<file path="src/rtl/mips_pkg.sv">
// Shared MIPS datapath definitions.
//   md_op_t    : multiply/divide operation encoding (matches the 2-bit op field)
//   md_state_t : multiply/divide sequencer states
//   MD_ITER    : number of iterative RUN cycles (one operand bit per cycle)
package mips_pkg;

   localparam int unsigned MD_ITER = 32;

   typedef enum logic [1:0] {
      MD_MULT  = 2'b00,
      MD_MULTU = 2'b01,
      MD_DIV   = 2'b10,
      MD_DIVU  = 2'b11
   } md_op_t;

   typedef enum logic [1:0] {
      IDLE   = 2'b00,
      RUN    = 2'b01,
      ADJUST = 2'b10,
      DONE   = 2'b11
   } md_state_t;

   // Signed variants work on magnitudes and fix the sign up afterwards.
   function automatic logic isSignedOp(md_op_t o);
      return (o == MD_MULT) || (o == MD_DIV);
   endfunction

   function automatic logic isDivOp(md_op_t o);
      return (o == MD_DIV) || (o == MD_DIVU);
   endfunction

endpackage

</file>
<file path="src/rtl/mul_div_unit.sv">
// Iterative multiply/divide unit with architectural HI/LO registers.
// MULT/MULTU use shift-add, DIV/DIVU use restoring division; both take
// 32 RUN cycles plus one ADJUST cycle, so done pulses 34 cycles after start.
// Ports:
//   clk, rst (async, active-low)
//   start, op, src_a, src_b : launch an operation (accepted in IDLE/DONE)
//   hi_we, lo_we, wdata     : MTHI/MTLO writes (honoured in IDLE/DONE)
//   busy                    : high in RUN and ADJUST
//   done                    : one-cycle pulse when HI/LO hold a new result
//   hi, lo                  : HI/LO registers
module mul_div_unit
   import mips_pkg::*;
#(
   parameter int unsigned WIDTH = 32
)
(
   input  logic             clk,
   input  logic             rst,
   input  logic             start,
   input  logic [1:0]       op,
   input  logic [WIDTH-1:0] src_a,
   input  logic [WIDTH-1:0] src_b,
   input  logic             hi_we,
   input  logic             lo_we,
   input  logic [WIDTH-1:0] wdata,
   output logic             busy,
   output logic             done,
   output logic [WIDTH-1:0] hi,
   output logic [WIDTH-1:0] lo
);

   localparam int unsigned CNT_W = $clog2(MD_ITER);
   localparam logic [CNT_W-1:0] LAST_CNT = CNT_W'(MD_ITER - 1);

   md_state_t          state;
   logic [CNT_W-1:0]   count;
   logic [2*WIDTH-1:0] acc;      // mult: {partial, multiplier}; div: {remainder, dividend/quotient}
   logic [WIDTH-1:0]   bMag;     // multiplicand / divisor magnitude
   logic [WIDTH-1:0]   aRaw;     // original dividend, returned as HI on divide by zero
   logic               aNeg;
   logic               bNeg;
   logic               isDiv;
   logic               divZero;

   // Operand decode at the accepting edge.
   logic             signedIn;
   logic             aNegIn;
   logic             bNegIn;
   logic [WIDTH-1:0] aMagIn;
   logic [WIDTH-1:0] bMagIn;

   always_comb begin
      signedIn = isSignedOp(md_op_t'(op));
      aNegIn   = signedIn & src_a[WIDTH-1];
      bNegIn   = signedIn & src_b[WIDTH-1];
      aMagIn   = aNegIn ? -src_a : src_a;
      bMagIn   = bNegIn ? -src_b : src_b;
   end

   // One shift-add step: add multiplicand if the current multiplier bit is set, then shift right.
   logic [WIDTH:0]     mulSum;
   logic [2*WIDTH-1:0] mulNext;

   always_comb begin
      mulSum  = {1'b0, acc[2*WIDTH-1:WIDTH]} + (acc[0] ? {1'b0, bMag} : '0);
      mulNext = {mulSum, acc[WIDTH-1:1]};
   end

   // One restoring-division step: shift in the next dividend bit and trial-subtract.
   logic [WIDTH:0]     divShift;
   logic [WIDTH+1:0]   divDiff;
   logic               divOk;
   logic [WIDTH-1:0]   divRem;
   logic [2*WIDTH-1:0] divNext;

   always_comb begin
      divShift = {acc[2*WIDTH-1:WIDTH], acc[WIDTH-1]};
      divDiff  = {1'b0, divShift} - {2'b00, bMag};
      divOk    = ~divDiff[WIDTH+1];
      // Either branch is below the divisor, so WIDTH bits always suffice.
      divRem   = divOk ? divDiff[WIDTH-1:0] : divShift[WIDTH-1:0];
      divNext  = {divRem, acc[WIDTH-2:0], divOk};
   end

   // Sign fix-up applied in ADJUST.
   logic [WIDTH-1:0] resHi;
   logic [WIDTH-1:0] resLo;

   always_comb begin
      resHi = acc[2*WIDTH-1:WIDTH];
      resLo = acc[WIDTH-1:0];
      if (!isDiv) begin
         if (aNeg ^ bNeg) begin
            {resHi, resLo} = -acc;
         end
      end else if (divZero) begin
         resHi = aRaw;
         resLo = '1;
      end else begin
         if (aNeg ^ bNeg) begin
            resLo = -acc[WIDTH-1:0];
         end
         if (aNeg) begin
            resHi = -acc[2*WIDTH-1:WIDTH];
         end
      end
   end

   // Sequencer, datapath registers and HI/LO.
   always_ff @(posedge clk or negedge rst) begin
      if (!rst) begin
         state   <= IDLE;
         count   <= '0;
         acc     <= '0;
         bMag    <= '0;
         aRaw    <= '0;
         aNeg    <= 1'b0;
         bNeg    <= 1'b0;
         isDiv   <= 1'b0;
         divZero <= 1'b0;
         busy    <= 1'b0;
         done    <= 1'b0;
         hi      <= '0;
         lo      <= '0;
      end else begin
         done <= 1'b0;
         case (state)
            IDLE, DONE: begin
               if (hi_we) begin
                  hi <= wdata;
               end
               if (lo_we) begin
                  lo <= wdata;
               end
               if (start) begin
                  acc     <= {{WIDTH{1'b0}}, aMagIn};
                  bMag    <= bMagIn;
                  aRaw    <= src_a;
                  aNeg    <= aNegIn;
                  bNeg    <= bNegIn;
                  isDiv   <= isDivOp(md_op_t'(op));
                  divZero <= (src_b == '0);
                  count   <= '0;
                  busy    <= 1'b1;
                  state   <= RUN;
               end else begin
                  state <= IDLE;
               end
            end
            RUN: begin
               acc   <= isDiv ? divNext : mulNext;
               count <= count + CNT_W'(1);
               if (count == LAST_CNT) begin
                  state <= ADJUST;
               end
            end
            ADJUST: begin
               hi    <= resHi;
               lo    <= resLo;
               busy  <= 1'b0;
               done  <= 1'b1;
               state <= DONE;
            end
            default: begin
               state <= IDLE;
            end
         endcase
      end
   end

endmodule

</file>
<file path="config.mk">
export PLATFORM = sky130hd
export DESIGN_NAME = mul_div_unit
export DESIGN_NICKNAME = d
export VERILOG_FILES = /design/src/rtl/mips_pkg.sv /design/src/rtl/mul_div_unit.sv
export SDC_FILE = /design/constraint.sdc
export NUM_CORES = 1
export LEC_CHECK = 0
export BUFFER_PORTS_ARGS = -buffer_cell sky130_fd_sc_hd__buf_2
export CORE_UTILIZATION = 55
export CTS_BUF_LIST = sky130_fd_sc_hd__clkbuf_2
export DETAILED_ROUTE_END_ITERATION = 16
export PLACE_DENSITY = 0.73
export SLEW_MARGIN = 20
export SYNTH_ARGS = -nofsm -noshare
export SYNTH_HDL_FRONTEND = slang
export SYNTH_SLANG_ARGS = --single-unit
</file>
<file path="constraint.sdc">
create_clock -name clk -period 4.02 [get_ports clk]
set_input_delay 0.201 -clock clk [delete_from_list [all_inputs] [get_ports clk]]
set_output_delay 0.201 -clock clk [all_outputs]
set_load 0.01 [all_outputs]
</file>
==> impl_metrics.py <==
metrics = {
    "setup_path": {
        "path_cells": "inv_1, buf_4, nor2_1, ha_1, a21o_1, a21oi_1, nor2b_1, a311oi_1, a21oi_1, nor3_1, o21ai_0, a211o_1, a22o_1",
        "crit_path_max_incr_delay_ns": 0.47,
        "r2r-start": "acc[0]",
        "cp_max_fo": 18,
        "cp_top_family": "compound AO/OA/AOI/OAI gates",
        "path_class": "reg -> reg",
        "r2r_cells": 13,
        "regToRegSetupSlack_ns": 0.21,
        "cp_num_buf_inv": 2,
        "r2r-end": "acc[63]",
        "crit_slowest_cell": "a311oi_1",
        "crit_required_ns": 4.78,
        "crit_arrival_ns": 4.57,
        "cp-start-kind": "flip-flop",
        "crit_top_cell": "a21oi_1",
        "worst_setup_path_end_kind": "flip-flop",
    },
    "detailed_routing": {
        "dr.pass1.iters": 6,
        "drc": 0,
        "wl_per_cell_um": 22.6,
        "vias": 17911,
        "routed_wl_mm": 63.4,
        "avgViaCountPerCell": 6.38,
        "drt_iter0_drc": 2020,
        "ant_nets": 0,
    },
    "floorplan": {
        "initial_core_util_pct": 56.0,
        "num_rows": 63,
        "coreArea_um2": 29700,
        "die_x_um": 176,
        "dieHeight_um": 176,
        "io_pins": 169,
        "dieArea_um2": 30900,
    },
    "timing": {
        "worstMarginPinSlew_ns": 1.16,
        "max_freq_ghz": 0.262,
        "clock_skew_ns": 0.0892,
        "post-route-worst-setup-slack_ns": 0.208,
        "maxSlewHeadroom_pct": 22.4,
        "hold_violations": 0,
        "finalSetupViolations": 0,
        "final-max-slew-violation-count": 0,
        "rsz0062_at_grt": "yes",
        "finalCritPeriodShare_pct": 94.8,
        "period_minus_slack_ns": 3.81,
        "hold-worst-slack_ns": 0.105,
    },
    "pwr": {
        "p_per_area_nw_per_um2": 957,
        "peakVddDrop_mv": 0.854,
        "power.leakage_nw": 9.04,
        "power_w": 0.0190,
    },
    "clocking": {
        "cts_max_path_buffers": 3,
        "clk_latency_ns": 0.93,
        "cts_tree": "built",
        "post-cts-setup-buffers": 0,
        "clk_pin_slew_ns": 0.11,
        "root_buffer": "clkbuf_2",
        "cts_made_buffers": 55,
        "clock_sinks": 205,
        "h-tree-depth": 2,
    },
    "finish": {
        "layout.nets": 2554,
        "drive_gt1_share_pct": 16.3,
        "multi_input_area_um2": 10700,
        "n_fill_cell": 2504,
        "final_util_pct": 66.9,
        "design_area_um2": 19900,
        "syn2layout_area_growth_pct": 19.6,
        "register_area_um2": 5130,
    },
    "synthesis": {
        "syn_area_um2": 16600,
        "ys_seq_elements": 205,
        "yosys-top-cells-area": "dfrtp_1, o21ai_0, xnor2_1, nand2_1, ha_1",
        "ys_seq_area_share_pct": 30.8,
        "ys_warn_count": 0,
        "yosysTopAreaCellShare_pct": 30.8,
        "synth_commonest_cells": "o21ai_0, nand2_1, dfrtp_1",
        "syn_nets": 2263,
        "synth_ff_type": "dfrtp_1",
        "synth_cell_types": 82,
        "synth.most_common_cell": "o21ai_0",
        "postSynth.asyncResetShare_pct": 100,
        "synth_cells": 2086,
        "synth_edf_count": 0,
        "yosysTopAreaCell": "dfrtp_1",
        "avgSynthCellArea_um2": 7.97,
    },
    "global_routing": {
        "grtUsageTotal_pct": 40.9,
        "grt_pass1_vias": 16829,
        "grtUsageMet3_pct": 9.94,
        "grt_overflow": 0,
        "grt_pass1_wl_mm": 97.1,
        "use_met2_pct": 59.2,
        "antenna_found_initial": 1,
        "use_met1_pct": 58.6,
        "top_usage_layer": "met2",
        "grt_max_degree": 86,
    },
    "worst_hold_path": {
        "worstHoldStart": "src_a[6]",
        "hold_end": "aRaw[6]",
        "hold_depth": 3,
        "hold_class": "in -> reg",
    },
    "placed_design": {
        "dpl_worst_slack_ns": 0.379,
        "globalplace.congestion": 1.05,
        "place_area_um2": 18100,
        "hpwl_mm": 45.4,
        "io_buffers": 168,
    },
    "flow_run": {
        "cap_violations": 0,
    },
    "outcome": {
        "status": "finished clean",
    },
}
==> placed cells by master (no fill, tap or decap), drive strengths merged, types with 7 or more instances in the layout <==
cell type	synthesis	routed
nor3b	21	21
and3	12	12
dlygate4sd3	0	133
nor2	149	149
a31oi	32	32
xor2	68	68
or4	11	11
o22ai	35	35
a22oi	16	16
nand2	245	245
and2	11	11
inv	75	77
or2	7	7
mux2i	60	60
o21ai	269	269
mux2	32	32
o211ai	33	33
nand3	30	30
nand4	9	9
o221ai	12	12
a21o	27	27
clkbuf	131	79
a22o	7	7
nor2b	13	13
o21a	10	10
a211oi	16	16
o31ai	23	23
nor3	40	40
xnor2	110	110
o41ai	15	15
dfrtp	205	205
a21oi	138	138
ha	72	72
buf	12	243
nand2b	31	31
or3	23	23
nor4	19	19
clkinv	0	16
==> logic make-up (layout without fill, tap and decap cells) <==
family,count (synthesis),after routing,synth area share (%)
AOI/OAI and AO/OA,687,687,25.3
and+or+nand+nor,632,632,18.0
buffers and inverters,218,549,5.06
DFF,205,205,30.8
xor gates and xnor gates,178,178,9.37
muxes,92,92,5.78
adders and majority gates,74,74,5.66
other,0,1,0
==> power breakdown <==
| group | total (W) | switching (W) | internal (W) |
|---|---|---|---|
| Combinational | 0.0133 | 0.00833 | 0.00500 |
| Clock | 0.00151 | 0.000975 | 0.000532 |
| Sequential | 0.00420 | 0.00112 | 0.00308 |
==> through the flow <==
stage | TNS, ns | instances
2_1_floorplan | 0 | 2086
3_3_place_gp | 0 | 2576
3_5_place_dp | 0 | 2576
4_1_cts | 0 | 2807
5_1_grt | -0.00356 | 2808
6_report | 0 | 2808
==> area by class of cell <==
class                           instances  area share [%]
Tap cell                              390            2.45
Multi-Input combinational cell       1663            53.9
Sequential cell                       205            25.8
Clock inverter                         19           0.428
Clock buffer                           78            1.96
Inverter                               75            1.42
Timing Repair Buffer                  377            14.1
Antenna cell                            1          0.0126
==> how the worst max path moves through the flow <==
stage | start | end | slack (ns) | cells after the start
floorplan | acc[0] | acc[58] | 0.82 | 12
CTS | acc[0] | hi[0] | 0.29 | 9
detailed placement | acc[0] | hi[0] | 0.38 | 9
finish | acc[0] | acc[63] | 0.21 | 13
global placement | acc[0] | acc[63] | 0.42 | 13
global route | acc[0] | hi[16] | -0.003 | 11
==> flip-flops by register name, summed over array words and instances (netlist names) <==
name / count
isDiv: 1
divZero: 1
lo: 32
hi: 32
aRaw: 32
state: 2
done: 1
count: 5
bNeg: 1
acc: 64
busy: 1
bMag: 32
aNeg: 1
==> repair_timing <==
action | CTS | global route
endpoints found under the hold margin | 362 | 0
hold buffers | 134 | 0
resized for setup | 0 | 1
endpoints found under the setup margin | 0 | 3
==> routing by layer <==
layer	vias up	share of wire, %
li1	8134	-
met3	203	12
met1	8418	43
met5	-	0
met2	1156	42
met4	0	3.9
==> worst min-delay path, cell delays in order <==
cell	delay (ns)
dlygate4sd3_1	0.52
buf_2	0.13
mux2_2	0.14
No activity file was read; power rests on OpenSTA's default activity.
